### src/rtl/instruction_loader_if.sv
`default_nettype none
// +--------------------------------------------------------------------------+
// | instruction_loader_if                                                    |
// | Byte-stream input, instruction-memory write port and datapath status.    |
// | Revision: 1.0                                                            |
// +--------------------------------------------------------------------------+
interface instruction_loader_if #(
  parameter int NBITS = 32
);
  logic [7:0]       i_rx_data;
  logic             i_rx_valid;
  logic             i_start;
  logic             o_we;
  logic [NBITS-1:0] o_waddr;
  logic [NBITS-1:0] o_wdata;
  logic             o_cpu_rst;
  logic             o_busy;
  logic             o_done;
  logic             o_error;
  logic [NBITS-1:0] o_word_count;

  modport master (
    input  i_rx_data, i_rx_valid, i_start,
    output o_we, o_waddr, o_wdata, o_cpu_rst, o_busy, o_done, o_error, o_word_count
  );

  modport slave (
    output i_rx_data, i_rx_valid, i_start,
    input  o_we, o_waddr, o_wdata, o_cpu_rst, o_busy, o_done, o_error, o_word_count
  );
endinterface
`default_nettype wire

### src/rtl/instruction_loader.sv
`default_nettype none
// +--------------------------------------------------------------------------+
// | instruction_loader                                                       |
// | Packs a received byte stream into 32-bit words, writes them into the     |
// | instruction memory and holds the datapath in reset until the program is  |
// | complete. Optional trailing XOR checksum: define LOADER_CHECKSUM_EN.     |
// | Revision: 1.0                                                            |
// +--------------------------------------------------------------------------+
module instruction_loader #(
  parameter int               NBITS     = 32,
  parameter int               MEM_SIZE  = 1024,
  parameter logic [NBITS-1:0] HALT_WORD = 32'hFFFF_FFFF
) (
  input  wire logic            i_clk,
  input  wire logic            i_rst,
  instruction_loader_if.master bus
);

  localparam logic [2:0] S_IDLE  = 3'd0;
  localparam logic [2:0] S_RECV  = 3'd1;
`ifdef LOADER_CHECKSUM_EN
  localparam logic [2:0] S_CHECK = 3'd2;
`endif
  localparam logic [2:0] S_DONE  = 3'd3;
  localparam logic [2:0] S_ERROR = 3'd4;

  localparam logic [NBITS-1:0] C_LAST_ADDR = NBITS'(MEM_SIZE - 1);

  logic [2:0]       r_state;
  logic [1:0]       r_idx;
  logic [NBITS-9:0] r_shift;
  logic             r_we;
  logic [NBITS-1:0] r_waddr;
  logic [NBITS-1:0] r_wdata;
  logic [NBITS-1:0] r_word_count;
`ifdef LOADER_CHECKSUM_EN
  logic [7:0]       r_csum;
`endif

  logic [NBITS-1:0] w_word;
  assign w_word = {r_shift, bus.i_rx_data};

  always_ff @(posedge i_clk) begin
    if (i_rst) begin
      r_state      <= S_IDLE;
      r_idx        <= 2'd0;
      r_shift      <= '0;
      r_we         <= 1'b0;
      r_waddr      <= '0;
      r_wdata      <= '0;
      r_word_count <= '0;
`ifdef LOADER_CHECKSUM_EN
      r_csum       <= 8'd0;
`endif
    end else begin
      r_we <= 1'b0;
      case (r_state)
        S_IDLE, S_DONE, S_ERROR: begin
          if (bus.i_start) begin
            r_state      <= S_RECV;
            r_idx        <= 2'd0;
            r_waddr      <= '0;
            r_word_count <= '0;
`ifdef LOADER_CHECKSUM_EN
            r_csum       <= 8'd0;
`endif
          end
        end
        S_RECV: begin
          if (bus.i_rx_valid) begin
`ifdef LOADER_CHECKSUM_EN
            r_csum <= r_csum ^ bus.i_rx_data;
`endif
            if (r_idx == 2'd3) begin
              // Index wraps in the same cycle so a back-to-back byte starts the next word.
              r_idx        <= 2'd0;
              r_we         <= 1'b1;
              r_wdata      <= w_word;
              r_waddr      <= r_word_count;
              r_word_count <= r_word_count + 1'b1;
              if (w_word == HALT_WORD) begin
`ifdef LOADER_CHECKSUM_EN
                r_state <= S_CHECK;
`else
                r_state <= S_DONE;
`endif
              end else if (r_word_count == C_LAST_ADDR) begin
                r_state <= S_ERROR;
              end
            end else begin
              r_shift <= {r_shift[NBITS-17:0], bus.i_rx_data};
              r_idx   <= r_idx + 2'd1;
            end
          end
        end
`ifdef LOADER_CHECKSUM_EN
        S_CHECK: begin
          if (bus.i_rx_valid) begin
            r_state <= (bus.i_rx_data == r_csum) ? S_DONE : S_ERROR;
          end
        end
`endif
        default: r_state <= S_IDLE;
      endcase
    end
  end

  assign bus.o_we         = r_we;
  assign bus.o_waddr      = r_waddr;
  assign bus.o_wdata      = r_wdata;
  assign bus.o_word_count = r_word_count;
  assign bus.o_done       = (r_state == S_DONE);
  assign bus.o_error      = (r_state == S_ERROR);
  assign bus.o_cpu_rst    = (r_state != S_DONE);
`ifdef LOADER_CHECKSUM_EN
  assign bus.o_busy       = (r_state == S_RECV) || (r_state == S_CHECK);
`else
  assign bus.o_busy       = (r_state == S_RECV);
`endif

endmodule
`default_nettype wire
### src/flat_wrapper.sv
// flat-port wrapper written by rule: the top's interface ports become plain ports
module instruction_loader_flat 
#(
  parameter int               NBITS     = 32,
  parameter int               MEM_SIZE  = 1024,
  parameter logic [NBITS-1:0] HALT_WORD = 32'hFFFF_FFFF
)
  (i_clk, i_rst, bus_i_rx_data, bus_i_rx_valid, bus_i_start, bus_o_we, bus_o_waddr, bus_o_wdata, bus_o_cpu_rst, bus_o_busy, bus_o_done, bus_o_error, bus_o_word_count);
  instruction_loader_if #(.NBITS(NBITS)) bus_i ();
  input  wire logic i_clk;
  input  wire logic i_rst;
  input wire logic [$bits(bus_i.i_rx_data)-1:0] bus_i_rx_data;
  input wire logic [$bits(bus_i.i_rx_valid)-1:0] bus_i_rx_valid;
  input wire logic [$bits(bus_i.i_start)-1:0] bus_i_start;
  output wire logic [$bits(bus_i.o_we)-1:0] bus_o_we;
  output wire logic [$bits(bus_i.o_waddr)-1:0] bus_o_waddr;
  output wire logic [$bits(bus_i.o_wdata)-1:0] bus_o_wdata;
  output wire logic [$bits(bus_i.o_cpu_rst)-1:0] bus_o_cpu_rst;
  output wire logic [$bits(bus_i.o_busy)-1:0] bus_o_busy;
  output wire logic [$bits(bus_i.o_done)-1:0] bus_o_done;
  output wire logic [$bits(bus_i.o_error)-1:0] bus_o_error;
  output wire logic [$bits(bus_i.o_word_count)-1:0] bus_o_word_count;
  assign bus_i.i_rx_data = bus_i_rx_data;
  assign bus_i.i_rx_valid = bus_i_rx_valid;
  assign bus_i.i_start = bus_i_start;
  assign bus_o_we = bus_i.o_we;
  assign bus_o_waddr = bus_i.o_waddr;
  assign bus_o_wdata = bus_i.o_wdata;
  assign bus_o_cpu_rst = bus_i.o_cpu_rst;
  assign bus_o_busy = bus_i.o_busy;
  assign bus_o_done = bus_i.o_done;
  assign bus_o_error = bus_i.o_error;
  assign bus_o_word_count = bus_i.o_word_count;
  instruction_loader #(.NBITS(NBITS), .MEM_SIZE(MEM_SIZE), .HALT_WORD(HALT_WORD)) u_core (.i_clk(i_clk), .i_rst(i_rst), .bus(bus_i));
endmodule
### config.mk
export PLATFORM = sky130hd
export DESIGN_NAME = instruction_loader_flat
export DESIGN_NICKNAME = d
export VERILOG_FILES = /design/src/rtl/instruction_loader_if.sv /design/src/rtl/instruction_loader.sv /design/src/flat_wrapper.sv
export SDC_FILE = /design/constraint.sdc
export NUM_CORES = 1
export LEC_CHECK = 0
export CORE_ASPECT_RATIO = 0.6
export CORE_MARGIN = 4
export CORE_UTILIZATION = 54
export CTS_CLUSTER_SIZE = 24
export DETAILED_ROUTE_END_ITERATION = 10
export PLACE_DENSITY_LB_ADDON = 0.05
export SLEW_MARGIN = 10
export SYNTH_ARGS = -nofsm -noshare
export SYNTH_HDL_FRONTEND = slang
export SYNTH_SLANG_ARGS = --single-unit
### constraint.sdc
create_clock -name i_clk -period 3.95 [get_ports i_clk]
set_input_delay 0.5925 -clock i_clk [delete_from_list [all_inputs] [get_ports i_clk]]
set_output_delay 0.5925 -clock i_clk [all_outputs]
set_load 0.1 [all_outputs]
-- Yosys cells after proc, flatten, opt, wreduce, memory -nomap -nowiden
Index checks and enable logic that the tools add are counted.
- $add $sub $neg: 2
- $mul: 0
- divide/modulo/power cells: 0
- order comparisons: 0
- eq/ne operators: 11
- shift operators: 0
- muxes and demuxes: 18
- bitwise operators: 3
- reductions and logical operators: 9
- operators with widths (cell ; number):
    $mux W32 ; 5
    $pmux W32 S2 ; 2
    $add A32 B1 Y32 const B ; 1
    $eq A32 B10 Y1 const B ; 1
    $eq A32 B32 Y1 const B ; 1
    $mux W3 ; 5
    $reduce_and A3 Y1 ; 3
    $reduce_and A4 Y1 ; 2
    $mux W2 ; 3
    $pmux W3 S2 ; 1
    $reduce_or A3 Y1 ; 2
    $ne A2 B2 Y1 const B ; 2
    $pmux W2 S2 ; 1
    $eq A3 B1 Y1 const B ; 1
    $eq A3 B2 Y1 const B ; 1
    $eq A3 B3 Y1 const B ; 1
    $logic_not A3 Y1 ; 1
    $ne A3 B1 Y1 const B ; 1
    $ne A3 B2 Y1 const B ; 1
    $not A1 Y1 ; 3
    $add A2 B1 Y2 const B ; 1
    $eq A2 B2 Y1 const B ; 1
    $ne A2 B1 Y1 const B ; 1
    $reduce_bool A2 Y1 ; 1
    $mux W1 ; 1
- register bits after elaboration: 126
- latch bits: 0
- memory bits (writable): 0
- memory bits (read-only): 0
- input bits: 12
- output and inout port bits: 101
- logic and storage cells: 50
- memories: 0

-- Longest topological paths before layout
Gate-level depths: netlist of run 1.
- depth in word-level cells: 6
- mapped depth: 8
- depth with buffers taken out: 7

-- Least setup slack after synthesis of run 1
Ideal clock, no wire load.
- path kind: flip-flop to flip-flop
- start point: register u_core.r_state[0]
- end point: register u_core.r_waddr[10], in the netlist u_core.bus.o_waddr[10]
- setup time: 0.071 ns
- arrival: 2.757 ns
- data required time: 3.879 ns
- setup slack: 1.122 ns
- cell stages (with the launch flop): 9
- buffers on the path: 1
- period minus slack after synthesis: 2.828 ns
- cell sequence: dfxtp_1 -> nor2b_1 -> nand2_1 -> inv_2 -> o21ai_1 -> nand2_1 -> clkbuf_1 -> nand3_1 -> a21oi_1
- longest elaborated chain between the ends: 4
- RTL lines (item ; line ; RTL):
    start, declared ; instruction_loader.sv:29 ; logic [2:0] r_state;
    start signal, assigned ; instruction_loader.sv:45 ; r_state <= S_IDLE;
    start signal, assigned ; instruction_loader.sv:60 ; r_state <= S_RECV;
    start signal, assigned ; instruction_loader.sv:85 ; r_state <= S_DONE;
    $eq A3 B2 Y1 (*) ; n/a ;
    net bus_o_done ; flat_wrapper.sv:20 ; output wire logic [$bits(bus_i.o_done)-1:0] bus_o_done;
    $reduce_or A3 Y1 (*) ; instruction_loader.sv:57 ; case (r_state)
    $ne A2 B2 Y1 (no source line) / $reduce_bool A2 Y1 (equally long branches) ; n/a ;
    $reduce_and A4 Y1 (no source line) ; n/a ;
    end signal, assigned ; instruction_loader.sv:79 ; r_waddr <= r_word_count;
    end, declared ; instruction_loader.sv:33 ; logic [NBITS-1:0] r_waddr;
The timed path passes the listed nets; every way through them passes the cells marked *.
A chain may end at the register's enable or synchronous reset.

-- Worst setup path after layout of run 1
- start point: register u_core.r_state[0]
- end point: output port bus_o_done
- longest elaborated chain between the ends: 1
- RTL lines (item ; line ; RTL):
    $eq A3 B2 Y1 ; instruction_loader.sv:112 ; assign bus.o_done = (r_state == S_DONE);
    end, declared ; flat_wrapper.sv:20 ;
Every way passes these cells.

==> results of run 1 <==
synthesized netlist by cell type, types with 3 or more instances:
master	instances	area [µm²]
xnor2_1	6	52.6
o2111ai_1	5	43.8
nor3_1	8	40.0
or3_1	9	56.3
xor2_1	9	78.8
a21oi_1	80	400
nor2b_1	3	18.8
dfxtp_1	126	2520
nand4_1	17	106
mux2i_1	26	260
o21a_1	8	60.1
o21ai_0	11	55.1
nand2_1	115	432
buf_2	16	80.1
nor4_1	9	56.3
nand3_1	37	185
o211ai_1	5	37.5
inv_1	6	22.5
nor2_1	53	199
clkbuf_1	25	93.8
metrics by stage:
step	instance area [µm²]	instances
2_1_floorplan	5150	613
3_3_place_gp	6300	819
3_5_place_dp	6300	819
4_1_cts	6940	851
5_1_grt	6940	851
6_report	6940	851
critical path: cells and delay by family (launching register included):
family                 cells  cell delay (ns)
flip-flops                 1             0.44
AND/OR/NAND/NOR            2             0.38
buffers and inverters      2             1.21
final timing paths:
path	cells after the start	to
worst min-delay path	2	u_core.bus.o_waddr[21]$_SDFFE_PP0P_
worst max-delay path	4	bus_o_done
worst max register to register	6	u_core.r_state[0]$_SDFFE_PP0P_
worst min register to register	2	u_core.bus.o_waddr[21]$_SDFFE_PP0P_
state kept, by name, summed over array words and instances, names as in the netlist:
name	count
u_core.r_shift	24
u_core.bus.o_we	1
u_core.bus.o_word_count	32
u_core.r_state	3
u_core.bus.o_waddr	32
u_core.bus.o_wdata	32
u_core.r_idx	2
area by class of cell:
class / instances / area, µm²
clock buffer: 19 / 453
clock inverter: 13 / 185
fill: 686 / 2280
inverter: 7 / 26.3
multi-input combinational: 437 / 2430
sequential: 126 / 2520
tap: 130 / 163
timing repair buffer: 119 / 1170
power groups by stage:
| stage | combinational [mW] | sequential (mW) | clock [mW] |
|---|---|---|---|
| finish | 0.389 | 1.32 | 1.67 |
| global route | 0.418 | 1.32 | 1.75 |
| CTS | 0.384 | 1.32 | 1.68 |
| detailed placement | 0.381 | 1.35 | 0 |
| global placement | 0.378 | 1.35 | 0 |
| floorplan | 0.285 | 1.34 | 0 |
metal layers:
metal	up-vias	share of wire, %
met1	2351	47
met5	-	0
met2	246	42
li1	2329	-
met4	0	1.2
met3	16	10
kinds of logic (layout without fill, tap and decap cells):
family | count (synthesis) | after routing | synth area share [%]
xor gates and xnor gates | 15 | 15 | 2.55
adders and majority gates | 2 | 2 | 0.486
AOI/OAI and AO/OA | 124 | 124 | 14.2
DFF | 126 | 126 | 49.0
buffers and inverters | 50 | 158 | 4.18
and+or+nand+nor | 270 | 270 | 24.6
muxes | 26 | 26 | 5.05
==> results.cfg, run 1 <==
[timing]
setup_viol = 0
timing.hold.ws_ns = 0.447
max_freq_mhz = 330
maxSlewHeadroom_pct = 28.3
hold_viol = 0
fin_crit_ns = 3.03
slew_viol_final = 0
rsz0062_at_grt = false
worst_slack_ns = 0.918
skew_ns = 0.0114
setup_tns_ns = 0
worst_pin_slew_ns = 1.08
fin_crit_sh_pct = 76.8

[detailed_routing]
dr.first_iter.drc_count = 388
detail_route.wirelength_um = 14900
drc = 0
vias_per_cell = 5.81
vias = 4942
wl_per_cell_um = 17.5
drt_pass1_iterations = 5
final_antenna_net_count = 0

[clock_tree]
cts_hold_buf = 0
cts_buffer_depth = 2
cts-root-buf = clkbuf_16
clock-sinks = 126
clk_pin_slew_worst_paths_ns = 0.06
clock_latency_ns = 0.41
postCtsSetupBuffers = 0
numCtsBuffers = 17
tritoncts = built
htree_levels = 4
cts_resized = 0

[cells_and_area]
diodes = 0
final_util_pct = 75.3
layout-drive-gt1-share_pct = 7.91
synthToLayoutAreaGrowth_pct = 34.7
layout_commonest_cell = dfxtp_1
nNetsFinal = 722
final_cell_mix = dfxtp_1 (126), nand2_1 (115), clkdlybuf4s50_1 (110)

[place]
hpwl_um = 10000
pre_cts_slack_ns = 1.14
gp_congestion = 0.935
port_buffers = 112

[floorplanning]
fp-row-count = 27
start_util_pct = 55.9
die_y_um = 83.7
core-area_um2 = 9220
io_pins = 113
die_x_um = 134
dieArea_um2 = 11200

[pwr]
switching_power_mw = 0.895
p_per_area_nw_per_um2 = 487
clkPwrFrac_pct = 49.4
power_leakage_nw = 2.43
vdd_ir_drop_max_uv = 413
switching_share_pct = 26.5
total_power_mw = 3.38
p_comb_share_pct = 11.5
intPower_mw = 2.48
seqPwrFrac_pct = 39.1

[setup_path]
critical-path-max-stage-delay_ns = 1.13
crit_type = reg -> out
cp_slowest_cell = clkdlybuf4s50_1
r2r_slack_ns = 1.51
required_ns = 3.36
cp-end-kind = primary output
critPathLaunch = u_core.r_state[0]$_SDFFE_PP0P_
reg2reg_from = u_core.bus.o_word_count[1]$_SDFFE_PP0P_
startpoint_type = flop
worstPathMaxFanout = 7
cp_cell_sequence = nor2b_1, nand2_1, inv_2, clkdlybuf4s50_1
arrival_ns = 2.44

[logic_synthesis]
synth-edff-count = 0
synth.yosys.seq_area_share_pct = 49.0
synth.distinct_cells = 52
ys_seq_elements = 126
synthFlopType = dfxtp_1
syn_inst = 613
synth_fp_nets = 627
netlist_area_um2 = 5150
synth_area_per_cell_um2 = 8.41
yosys_warnings = 0
synth-async-reset-ratio_pct = 0

[min_path]
hold_start = u_core.bus.o_waddr[21]$_SDFFE_PP0P_
hold_class = reg -> reg

[global_route]
grt_pass1_vias = 4525
grt_max_degree = 52
track_usage_pct = 26.8
gr-total-overflow = 0
use_met1_pct = 40.5
busiest_layer = met1
grt_pass1_wl_um = 24100
met2_usage_pct = 36.3
grt_antenna_before_repair = 0
gr-usage-met3_pct = 7.59

[status]
status = finished clean

[job]
max_cap_violations = 0
(Power assumes the default switching activity.)
==> run 2: changes to the inputs <==
CORE_UTILIZATION = 46   (was 54)
clock period = 2.6 ns   (was 3.95 ns; I/O delays follow)
==> results.cfg, run 2 (synthesized netlist as in run 1, its figures left out) <==
[place]
gp_congestion = 0.848
hpwl_um = 10600
port_buffers = 112

[floorplanning]
start_util_pct = 48.0
core-area_um2 = 10700
fp-row-count = 29
die_y_um = 90.0
dieArea_um2 = 13000
io_pins = 113
die_x_um = 145

[detailed_routing]
drt_pass1_iterations = 5
dr.first_iter.drc_count = 440
vias_per_cell = 5.58
vias = 4882
drc = 0
final_antenna_net_count = 0
wl_per_cell_um = 17.3
detail_route.wirelength_um = 15100

[clock_tree]
cts_resized = 0
cts-root-buf = clkbuf_16
numCtsBuffers = 17
clk_pin_slew_worst_paths_ns = 0.06
htree_levels = 4
clock-sinks = 126
cts_buffer_depth = 2
clock_latency_ns = 0.41
postCtsSetupBuffers = 0
tritoncts = built
cts_hold_buf = 0

[cells_and_area]
final_cell_mix = dfxtp_1 (125), buf_4 (122), nand2_1 (114)
layout-drive-gt1-share_pct = 23.6
synthToLayoutAreaGrowth_pct = 31.7
layout_commonest_cell = dfxtp_1
nNetsFinal = 738
diodes = 0

[setup_path]
cp_slowest_cell = dfxtp_1
cp_cell_sequence = nand2b_1, nor2_2, buf_4, buf_12
arrival_ns = 1.83
worstPathMaxFanout = 36
crit_type = reg -> out
startpoint_type = flop
cp-end-kind = primary output
required_ns = 2.21
crit_family = buffers and inverters
worst-path-buf-inv = 2
critical-path-max-stage-delay_ns = 0.43

[timing]
skew_ns = 0.00921
timing.hold.ws_ns = 0.402
fin_crit_ns = 2.22
worst_pin_slew_ns = 0.501
rsz0062_at_grt = false
slew_viol_final = 0
fin_crit_sh_pct = 85.2
maxSlewHeadroom_pct = 66.4
setup_tns_ns = 0
max_freq_mhz = 451
setup_viol = 0
hold_viol = 0

[job]
max_cap_violations = 0

[global_route]
grt_pass1_wl_um = 24100
grt_antenna_before_repair = 0
grt_max_degree = 37
gr-total-overflow = 0
track_usage_pct = 23.2
grt_pass1_vias = 4491

[status]
status = finished clean

[pwr]
vdd_ir_drop_max_uv = 514
p_per_area_nw_per_um2 = 727
total_power_mw = 4.94
power_leakage_nw = 2.69

[min_path]
hold_class = in -> reg
## run 2: changes by cell type in the layout (fill, tap and decap cells not counted), sizes merged
cell / previous run / this run
clkinvlp: 2 / 4
clkbuf: 19 / 17
inv: 10 / 9
bufinv: 4 / 2
clkdlybuf4s50: 110 / 10
buf: 9 / 125
clkinv: 4 / 6
## run 2: final timing paths
path,end,depth (start not counted),start,slack [ns]
setup / recovery,bus_o_busy,4,u_core.r_state[0]$_SDFFE_PP0P_,0.38
hold / removal,u_core.bus.o_waddr[22]$_SDFFE_PP0P_,2,i_rst,0.40
setup reg to reg,u_core.bus.o_word_count[26]$_SDFFE_PP0P_,5,u_core.bus.o_word_count[7]$_SDFFE_PP0P_,0.44
hold reg to reg,u_core.bus.o_waddr[21]$_SDFFE_PP0P_,2,u_core.bus.o_waddr[21]$_SDFFE_PP0P_,0.45
## run 2: per-stage QoR
stage	cell area, µm²	utilization [%]	instances	worst slack (ns)
finish	6790	63.2	875	0.384
global route	6790	63.2	875	0.268
CTS	6790	63.2	875	0.405
detailed placement	6220	57.9	844	0.160
global placement	6220	57.9	844	0.242
floorplan	5160	-	613	0.0206
## run 2: power breakdown
part	total (mW)	internal, mW	leakage (nW)	switching [mW]
Clock	2.29	1.40	0.271	0.888
Sequential	2.01	1.96	1.02	0.0425
Combinational	0.637	0.194	1.40	0.443
## run 2: worst reg2reg max path: stages, from the launching register on
cell,delay (ns)
dfxtp_1,0.45
nand4_1,0.36
nor3_2,0.39
o2111ai_2,0.33
or3_1,0.43
a21oi_1,0.13
## run 2: metal layers
layer | GRT usage, % | share of wire (%) | routed length (µm) | vias to the layer above
met3 | 6.04 | 8.6 | 1300 | 23
met1 | 36.7 | 51 | 7630 | 2301
met2 | 30.1 | 39 | 5950 | 196
li1 | - | - | - | 2362
met4 | 7.07 | 1.4 | 209 | 0
met5 | 0 | 0 | 0 | -
## run 2: layout make-up
cell class,instances,area (µm²)
Fill cell,935,3950
Sequential cell,126,2520
Multi-Input combinational cell,437,2430
Timing Repair Buffer,135,1060
Clock buffer,17,425
Tap cell,139,174
Clock inverter,14,145
Inverter,7,28.8
==> run 3: changes to the inputs <==
ABC_CLOCK_PERIOD_IN_PS = 2600   (was unset)
==> results of run 3 <==
Same layout as run 2: the final DEF is identical, and so are final timing and power.
